--- config.mk ---
export PLATFORM = sky130hd
export DESIGN_NAME = div_unit
export DESIGN_NICKNAME = d
export VERILOG_FILES = /design/src/rtl/div_unit_pkg.sv /design/src/rtl/div_unit.sv
export SDC_FILE = /design/constraint.sdc
export NUM_CORES = 1
export LEC_CHECK = 0
export CORE_UTILIZATION = 53
export CTS_BUF_LIST = sky130_fd_sc_hd__clkbuf_8
export DETAILED_ROUTE_END_ITERATION = 10
export PLACE_DENSITY = 0.74
export SYNTH_ARGS = -nofsm -noshare
export SYNTH_HDL_FRONTEND = slang
export SYNTH_SLANG_ARGS = --single-unit
--- constraint.sdc ---
create_clock -name clk -period 10.2 [get_ports clk]
set_input_delay 2.04 -clock clk [delete_from_list [all_inputs] [get_ports clk]]
set_output_delay 2.04 -clock clk [all_outputs]
set_load 0.01 [all_outputs]
--- src/rtl/div_unit_pkg.sv ---
// Shared definitions for the iterative radix-2 divider: FSM state encoding and default width.
package div_unit_pkg;

  localparam int unsigned DivWidth = 32;

  typedef enum logic [1:0] {
    StIdle = 2'd0,
    StBusy = 2'd1,
    StZero = 2'd2,
    StDone = 2'd3
  } div_state_e;

endpackage

--- src/rtl/div_unit.sv ---
// Iterative restoring divider for DIV/DIVU: one quotient bit per cycle, stalls the pipeline
// while iterating and pulses valid for one cycle when quotient/remainder are ready for HI/LO.
module div_unit
  import div_unit_pkg::*;
#(
  parameter int unsigned WIDTH = DivWidth
) (
  input  logic             clk,
  input  logic             rst,
  input  logic             start,
  input  logic             is_sign,
  input  logic             annul,
  input  logic [WIDTH-1:0] opa,
  input  logic [WIDTH-1:0] opb,
  output logic             stall,
  output logic             valid,
  output logic [WIDTH-1:0] quotient,
  output logic [WIDTH-1:0] remainder,
  output logic             div_by_zero
);

  localparam int unsigned CntW = (WIDTH > 1) ? $clog2(WIDTH) : 1;
  localparam logic [CntW-1:0] LastCnt = CntW'(WIDTH - 1);

  div_state_e       state_q;
  logic [CntW-1:0]  count_q;
  logic [WIDTH-1:0] rem_q, quo_q, dvsr_q;
  logic             sign_a_q, sign_b_q;

  logic [WIDTH-1:0] abs_a, abs_b;
  logic [WIDTH:0]   rem_wide;
  logic             ge;
  logic [WIDTH-1:0] step_rem, step_quo, fix_quo, fix_rem;

  always_comb begin
    abs_a = (is_sign && opa[WIDTH-1]) ? -opa : opa;
    abs_b = (is_sign && opb[WIDTH-1]) ? -opb : opb;
  end

  // One restoring step. The compare is WIDTH+1 bits so a divisor with its MSB set still
  // compares correctly; the difference is always below the divisor, so WIDTH bits suffice.
  always_comb begin
    rem_wide = {rem_q, quo_q[WIDTH-1]};
    ge       = (rem_wide >= {1'b0, dvsr_q});
    step_rem = ge ? (rem_wide[WIDTH-1:0] - dvsr_q) : rem_wide[WIDTH-1:0];
    step_quo = {quo_q[WIDTH-2:0], ge};
    fix_quo  = (sign_a_q ^ sign_b_q) ? -step_quo : step_quo;
    fix_rem  = sign_a_q ? -step_rem : step_rem;
  end

  // Results are loaded on entry to StDone so they are visible while valid pulses.
  always_ff @(posedge clk) begin
    if (rst) begin
      state_q     <= StIdle;
      count_q     <= '0;
      rem_q       <= '0;
      quo_q       <= '0;
      dvsr_q      <= '0;
      sign_a_q    <= 1'b0;
      sign_b_q    <= 1'b0;
      quotient    <= '0;
      remainder   <= '0;
      div_by_zero <= 1'b0;
    end else if (annul) begin
      state_q <= StIdle;
    end else begin
      unique case (state_q)
        StIdle: begin
          if (start) begin
            sign_a_q <= is_sign & opa[WIDTH-1];
            sign_b_q <= is_sign & opb[WIDTH-1];
            rem_q    <= '0;
            quo_q    <= abs_a;
            dvsr_q   <= abs_b;
            count_q  <= '0;
            state_q  <= (opb == '0) ? StZero : StBusy;
          end
        end
        StBusy: begin
          rem_q   <= step_rem;
          quo_q   <= step_quo;
          count_q <= count_q + CntW'(1);
          if (count_q == LastCnt) begin
            state_q     <= StDone;
            quotient    <= fix_quo;
            remainder   <= fix_rem;
            div_by_zero <= 1'b0;
          end
        end
        StZero: begin
          state_q     <= StDone;
          quotient    <= '1;
          remainder   <= quo_q;
          div_by_zero <= 1'b1;
        end
        StDone: begin
          state_q <= StIdle;
        end
        default: begin
          state_q <= StIdle;
        end
      endcase
    end
  end

  always_comb begin
    valid = ~rst & ~annul & (state_q == StDone);
    stall = ~rst & ~annul &
            (((state_q == StIdle) & start) | (state_q == StBusy) | (state_q == StZero));
  end

endmodule

### Word level (Yosys, flattened, before mapping)

Cells that the tools add are included.

* bits in registers: 170
* output and inout port bits: 67
* input bits: 69
* word-level logic and storage cells: 66

* reductions and logical operators: 11
* equal/unequal tests: 6
* $add $sub $neg: 6
* mux-type cells: 21
* $lt $le $gt $ge: 1
* bitwise logic cells: 11

Operators with widths (count)
* 32-bit two-way mux: 9
* 32-bit one-hot mux with 2 select lines: 4
* 32-bit negator: 4
* 33-bit by 32-bit >= comparator with 1-bit output: 1
* 32-bit logical NOT: 1
* 32-bit subtractor: 1
* 5-bit one-hot mux with 2 select lines: 1
* 3-bit AND reduction: 3
* 2-bit one-hot mux with 4 select lines: 1
* 1-bit AND: 6
* 2-bit two-way mux: 3
* 5-bit by 1-bit adder with 5-bit output (second input constant): 1
* 5-bit equality test (second input constant): 1
* 5-bit two-way mux: 1
* 2-bit equality test (second input constant): 2
* 2-bit inequality test (second input constant): 2
* 2-bit nonzero test: 2
* 2-bit by 1-bit equality test with 1-bit output (second input constant): 1
* 1-bit logical AND: 2
* 2-bit logical NOT: 1
* 1-bit NOT: 2
* 1-bit OR: 2
* 1-bit one-hot mux with 2 select lines: 1
* 2-bit AND reduction: 1
* other kinds (3): 3

### Logic depth before layout (Yosys ltp)

Gate-level depths: netlist (run 1).

* depth in word-level cells: 6
* gate-level depth with buffers: 23
* mapped depth without buffers: 18

### Worst setup path before layout (run 1)

OpenSTA, ideal clock, no wires.

* kind: input to output
* start point: in rst
* end point: out valid
* buffers on the path: 2
* slack: 5395 ps
* required time: 8160 ps
* stages: 3
* arrival: 2765 ps
* path through: clkbuf_1 buf_1 nor3b_1

* longest elaborated chain between the ends: 3

RTL lines
* start: declaration: RTL line div_unit.sv:9 `input logic rst,`
* 1-bit NOT: RTL line div_unit.sv:107 `valid = ~rst & ~annul & (state_q == StDone);`
* 1-bit AND (2 in series): RTL line div_unit.sv:107
* end: declaration: RTL line div_unit.sv:16 `output logic valid,`

No other way between the ends.

### Final worst setup path (run 1)

* start point: in annul
* end point: out stall

* longest elaborated chain between the ends: 3

RTL lines
* start: declaration: RTL line div_unit.sv:12 `input logic annul,`
* 1-bit NOT (no line)
* 1-bit AND (2 in series): RTL line div_unit.sv:108 `stall = ~rst & ~annul &`
* end: declaration: RTL line div_unit.sv:15 `output logic stall,`

No other way between the ends.

==> impl_metrics.py, run 1 <==
metrics = {
    "clocking": {
        "clock_latency_ps": 480,
        "ctsRootBufferMaster": "clkbuf_8",
        "htree_levels": 4,
        "post_cts_buffers": 0,
        "cts_buffers": 17,
        "clkTransAtPathRegs_ps": 90,
        "clockBufferDepth": 2,
        "clock-sinks": 170,
        "postCtsHoldBufs": 0,
        "ctsResizeCount": 0,
        "tritoncts": "done",
    },
    "layout": {
        "antenna_cells": 0,
        "filler_cell_count": 2037,
        "final_area_um2": 13600,
        "fin_nets": 1773,
        "drive_above_1_share": 0.0514,
        "fin_util": 0.624,
        "final_cell_mix": "nand2_1 (224), nor2_1 (191), dfxtp_1 (170)",
        "final_common_cell": "nand2_1",
        "syn_to_final_growth_pct": 15.6,
    },
    "logic_synthesis": {
        "syn_nets": 1712,
        "synthFlopType": "dfxtp_1",
        "async_reset_ff_frac": 0,
        "synth_area_um2": 11800,
        "synth_edf_count": 0,
        "ys.warnings.count": 0,
        "syn_inst": 1600,
        "avgSynthCellArea_um2": 7.37,
        "ys_ff_latch": 170,
        "synth.distinct_cells": 86,
        "seq_area_frac_synth": 0.289,
    },
    "floorplanning": {
        "chipHeight_um": 151,
        "core_um2": 21800,
        "fp.dieArea_um2": 22800,
        "rows": 54,
        "ios": 136,
        "die_x_um": 151,
        "start_util": 0.540,
    },
    "timing": {
        "setup_tns_ps": 0,
        "setup_viol": 0,
        "max_slew.worst_pin.slew_ps": 1140,
        "fin_skew_ps": 17.3,
        "min_period_ps": 5600,
        "final_hold_viol_count": 0,
        "relSlewSlack": 0.235,
        "grt_setup_unrepaired": "no",
        "fmax_ghz": 0.178,
        "fin_crit_sh": 0.549,
        "setup_ws_ps": 4600,
        "slew_viol_final": 0,
    },
    "drt": {
        "ant_nets": 0,
        "wl_um": 35400,
        "first_pass_iters": 5,
        "wl_per_cell_um": 18.1,
        "drc": 0,
        "via_per_inst": 6.05,
        "vias": 11800,
        "drt_iter0_drc": 883,
    },
    "power": {
        "ir_drop_mv": 0.0908,
        "p_per_area_nw_per_um2": 125,
        "power_leakage_nw": 5.04,
    },
    "global_route": {
        "grt_max_degree": 79,
        "grt_first_pass_wirelength_um": 55400,
        "first_global_vias": 10500,
        "antenna_found_initial": 0,
        "grt-ovfl-total": 0,
        "track_usage": 0.313,
    },
    "place": {
        "gp_congestion": 0.909,
        "dp_slack_ps": 4630,
        "post_dp_cell_area_um2": 13200,
        "dp_hpwl_um": 26300,
        "portBuffers": 135,
    },
    "worst_setup_path": {
        "crit_fanout": 10,
        "worstPathCellList": "clkdlybuf4s50_1, a211oi_1, clkdlybuf4s50_1",
        "end_kind": "output port",
        "crit_top_cell": "clkdlybuf4s50_1",
        "start_kind": "input pin",
        "slowest_stage": "clkdlybuf4s50_1",
        "cp.required_ps": 8160,
        "crit_path_max_incr_delay_ps": 630,
        "cp.arrival_ps": 3560,
        "crit_type": "in -> out",
        "rrSetupSlack_ps": 5480,
    },
    "run_status": {
        "outcome": "complete, no violations",
    },
    "hold_path": {
        "worstHoldPathType": "reg -> reg",
    },
    "run": {
        "drv_cap": 0,
    },
}
## flip-flops by register name, indices dropped and copies added, names as in the netlist
register,flops
dvsr_q,32
quo_q,32
quotient,32
rem_q,32
remainder,32
count_q,5
state_q,2
div_by_zero,1
sign_a_q,1
sign_b_q,1
## stage by stage
step / power (mW) / hold slack [ps] / instances
floorplan: 1.04 / 432 / 1600
global placement: 1.18 / 441 / 1922
detailed placement: 1.19 / 445 / 1922
CTS: 1.71 / 456 / 1954
global route: 1.79 / 493 / 1954
finish: 1.71 / 454 / 1954
## metal layers
layer	GRT usage	vias up	wire length [µm]
met1	0.445	5504	16300
met3	0.0401	42	2310
met2	0.495	457	16200
li1	-	5822	-
met4	0.0885	0	609
met5	0	-	0
## Yosys cell counts, drive strengths merged, types with 4 or more instances
cell / count / area share
nand2: 224 / 0.071
nor2: 194 / 0.062
dfxtp: 170 / 0.29
a21oi: 126 / 0.054
o21ai: 105 / 0.045
clkbuf: 93 / 0.030
xnor2: 71 / 0.053
a211oi: 66 / 0.043
inv: 61 / 0.020
xor2: 59 / 0.044
ha: 42 / 0.045
nor3: 36 / 0.015
o31ai: 27 / 0.018
a22oi: 26 / 0.017
nand3: 24 / 0.010
a31oi: 20 / 0.012
mux2i: 18 / 0.015
or3: 18 / 0.010
a21o: 16 / 0.010
nor4: 16 / 0.0085
buf: 14 / 0.0068
and3: 13 / 0.0069
nand2b: 12 / 0.0064
a311oi: 11 / 0.0082
o41ai: 11 / 0.0088
nand4: 10 / 0.0053
and2: 9 / 0.0048
o211ai: 9 / 0.0057
or4: 9 / 0.0064
mux2: 7 / 0.0070
a221oi: 6 / 0.0059
nor3b: 6 / 0.0038
or2: 6 / 0.0032
o21a: 5 / 0.0032
o22ai: 5 / 0.0027
o31a: 4 / 0.0030
## final timing paths
path                                end  cells past startpoint                    start
max                               stall                      3                    annul
min             dvsr_q[31]$_SDFFE_PP0P_                      2  dvsr_q[31]$_SDFFE_PP0P_
max reg2reg  remainder[28]$_SDFFE_PP0P_                     14   dvsr_q[1]$_SDFFE_PP0P_
min reg2reg     dvsr_q[31]$_SDFFE_PP0P_                      2  dvsr_q[31]$_SDFFE_PP0P_
## power breakdown
| part | leakage, nW | total [mW] | internal (mW) | switching (mW) |
|---|---|---|---|---|
| clock | 0.219 | 0.529 | 0.255 | 0.274 |
| combinational | 3.44 | 0.453 | 0.178 | 0.275 |
| sequential | 1.38 | 0.726 | 0.691 | 0.0348 |
| total | 5.04 | 1.71 | 1.12 | 0.584 |
## cell families after synthesis
logic type / Yosys count / synth area share
mux: 25 / 0.0223
compound gates: 474 / 0.265
flops: 170 / 0.289
buf+inv: 168 / 0.0561
fa+ha+maj: 43 / 0.0463
simple gates: 590 / 0.225
xor+xnor: 130 / 0.0966
## final cells by class
class                   count  area [µm²]  area share
clock inverters            14         185      0.0136
inverters                  61         231      0.0170
repair buffers            149        1450       0.107
multi-input cells        1262        7750       0.569
clock buffers              18         248      0.0182
well taps                 280         350      0.0257
flip-flops and latches    170        3400       0.250
## worst max-delay path: cells and delay by family
family	cells	cell delay (ps)
buf+inv	2	1200
compound gates	1	320
Note: power is estimated with default switching activity, not from simulation.
==> run 2: changes to the inputs <==
Settings changed: PLACE_DENSITY 0.74 to 0.77.
Clock period 10.2 ns to 5.13 ns, I/O delays scaled along.
==> run 2 against run 1 <==
Net effect:
- via count is 0.90% higher
- largest cell class unchanged
- highest routed layer unchanged
- global-route usage is 1.8 points higher
- first-iteration DRC count is 7.6% higher
- sequential cell count stayed put
- register-to-register slack worse by 5000 ps
==> impl_metrics.py, run 2 (synthesis gave the netlist of run 1 again) <==
metrics = {
    "timing": {
        "setup_tns_ps": 0,
        "min_period_ps": 4610,
        "fin_crit_sh": 0.899,
        "setup_viol": 0,
        "holdWs_ps": 466,
        "fmax_ghz": 0.217,
        "grt_setup_unrepaired": "no",
        "setup_ws_ps": 518,
        "final_hold_viol_count": 0,
        "slew_viol_final": 0,
        "relSlewSlack": 0.259,
        "max_slew.worst_pin.slew_ps": 1110,
        "fin_skew_ps": 23.0,
    },
    "hold_path": {
        "holdPathStages": 2,
        "min_from": "dvsr_q[20]$_SDFFE_PP0P_",
        "worstHoldPathType": "reg -> reg",
        "holdPathEnd": "dvsr_q[20]$_SDFFE_PP0P_",
    },
    "clocking": {
        "htree_levels": 4,
        "ctsResizeCount": 0,
        "clkTransAtPathRegs_ps": 100,
        "cts_buffers": 17,
        "tritoncts": "done",
        "post_cts_buffers": 0,
        "ctsRootBufferMaster": "clkbuf_8",
        "clockBufferDepth": 2,
        "clock_latency_ps": 480,
        "clock-sinks": 170,
        "postCtsHoldBufs": 0,
    },
    "power": {
        "combPwrFrac": 0.270,
        "sw_frac_of_total": 0.367,
        "p_int_mw": 2.15,
        "pwr-share-clk": 0.305,
        "ir_drop_mv": 0.192,
        "p_switching_mw": 1.25,
        "p_per_area_nw_per_um2": 249,
        "power_leakage_nw": 5.07,
        "pwr-share-seq": 0.426,
    },
    "drt": {
        "wl_per_cell_um": 18.9,
        "via_per_inst": 6.09,
        "drc": 0,
        "vias": 11900,
        "drt_iter0_drc": 950,
        "first_pass_iters": 7,
        "ant_nets": 0,
        "wl_um": 37100,
    },
    "floorplanning": {
        "start_util": 0.540,
        "rows": 54,
        "die_x_um": 151,
        "chipHeight_um": 151,
        "fp.dieArea_um2": 22800,
        "ios": 136,
        "core_um2": 21800,
    },
    "worst_setup_path": {
        "crit_fanout": 12,
        "crit_type": "reg -> reg",
        "reg2reg_from": "dvsr_q[11]$_SDFFE_PP0P_",
        "rrSetupSlack_ps": 520,
        "cp.arrival_ps": 5030,
        "end_kind": "flip-flop",
        "reg2regPathDepth": 14,
        "cp.required_ps": 5550,
        "r2r-end": "remainder[28]$_SDFFE_PP0P_",
        "start_kind": "flip-flop",
    },
    "layout": {
        "fin_nets": 1779,
        "filler_cell_count": 2060,
        "syn_to_final_growth_pct": 15.9,
        "final_common_cell": "nand2_1",
        "antenna_cells": 0,
        "final_cell_mix": "nand2_1 (224), nor2_1 (191), dfxtp_1 (170)",
        "drive_above_1_share": 0.0548,
    },
    "global_route": {
        "first_global_vias": 11000,
        "antenna_found_initial": 0,
        "grt_first_pass_wirelength_um": 58100,
        "track_usage": 0.332,
        "grt_max_degree": 76,
        "grt-ovfl-total": 0,
    },
    "run_status": {
        "outcome": "complete, no violations",
    },
    "place": {
        "dp_hpwl_um": 28200,
        "portBuffers": 135,
        "dp_slack_ps": 620,
        "gp_congestion": 0.933,
    },
    "run": {
        "drv_cap": 0,
    },
}
-- run 2: critical path: stages, from the launching register on --
cell	delay (ps)
dfxtp_1	350
inv_1	40
ha_1	460
nand4_1	290
nor3_1	420
a31oi_1	170
o21ai_0	130
o21a_1	310
buf_4	260
mux2_4	340
or2_1	270
or3_4	430
or4_4	490
or4_1	480
nand3_1	100
-- run 2: final cells by class --
cell class | instances | area (µm²) | area share
clock buffer | 17 | 234 | 0.0171
tap | 280 | 350 | 0.0256
inverter | 61 | 231 | 0.0169
timing repair buffer | 155 | 1500 | 0.110
multi-input combinational | 1262 | 7750 | 0.567
sequential | 170 | 3400 | 0.249
clock inverter | 15 | 198 | 0.0145
-- run 2: worst max-delay path by stage --
stage | start | end
2_1_floorplan | dvsr_q[6]$_SDFFE_PP0P_ | remainder[30]$_SDFFE_PP0P_
3_3_place_gp | dvsr_q[1]$_SDFFE_PP0P_ | remainder[28]$_SDFFE_PP0P_
5_1_grt | dvsr_q[11]$_SDFFE_PP0P_ | remainder[28]$_SDFFE_PP0P_
3_5_place_dp | rem_q[10]$_SDFFE_PP0P_ | remainder[28]$_SDFFE_PP0P_
4_1_cts | rem_q[10]$_SDFFE_PP0P_ | remainder[28]$_SDFFE_PP0P_
6_report | dvsr_q[11]$_SDFFE_PP0P_ | remainder[28]$_SDFFE_PP0P_
-- run 2: power groups by stage --
stage	clock (mW)	combinational [mW]	sequential [mW]
floorplan	0	0.628	1.45
global placement	0	0.893	1.47
detailed placement	0	0.900	1.48
CTS	1.05	0.904	1.44
global route	1.09	1.00	1.45
finish	1.04	0.918	1.45
-- run 2: metrics by stage --
step / std cells / instance area (µm²) / power (mW) / util
2_1_floorplan: 1600 / 11800 / 2.07 / -
3_3_place_gp: 1928 / 13200 / 2.37 / 0.606
3_5_place_dp: 1928 / 13200 / 2.38 / 0.606
4_1_cts: 1960 / 13700 / 3.39 / 0.626
5_1_grt: 1960 / 13700 / 3.55 / 0.626
6_report: 1960 / 13700 / 3.40 / 0.626
-- run 2: routing by layer --
| layer | GRT usage | part of all wire | wire [µm] | vias to the layer above |
|---|---|---|---|---|
| met5 | 0 | 0 | 0 | - |
| met4 | 0.107 | 0.022 | 826 | 0 |
| met3 | 0.0536 | 0.071 | 2630 | 60 |
| met2 | 0.513 | 0.45 | 16700 | 451 |
| met1 | 0.467 | 0.46 | 17000 | 5581 |
| li1 | - | - | - | 5839 |
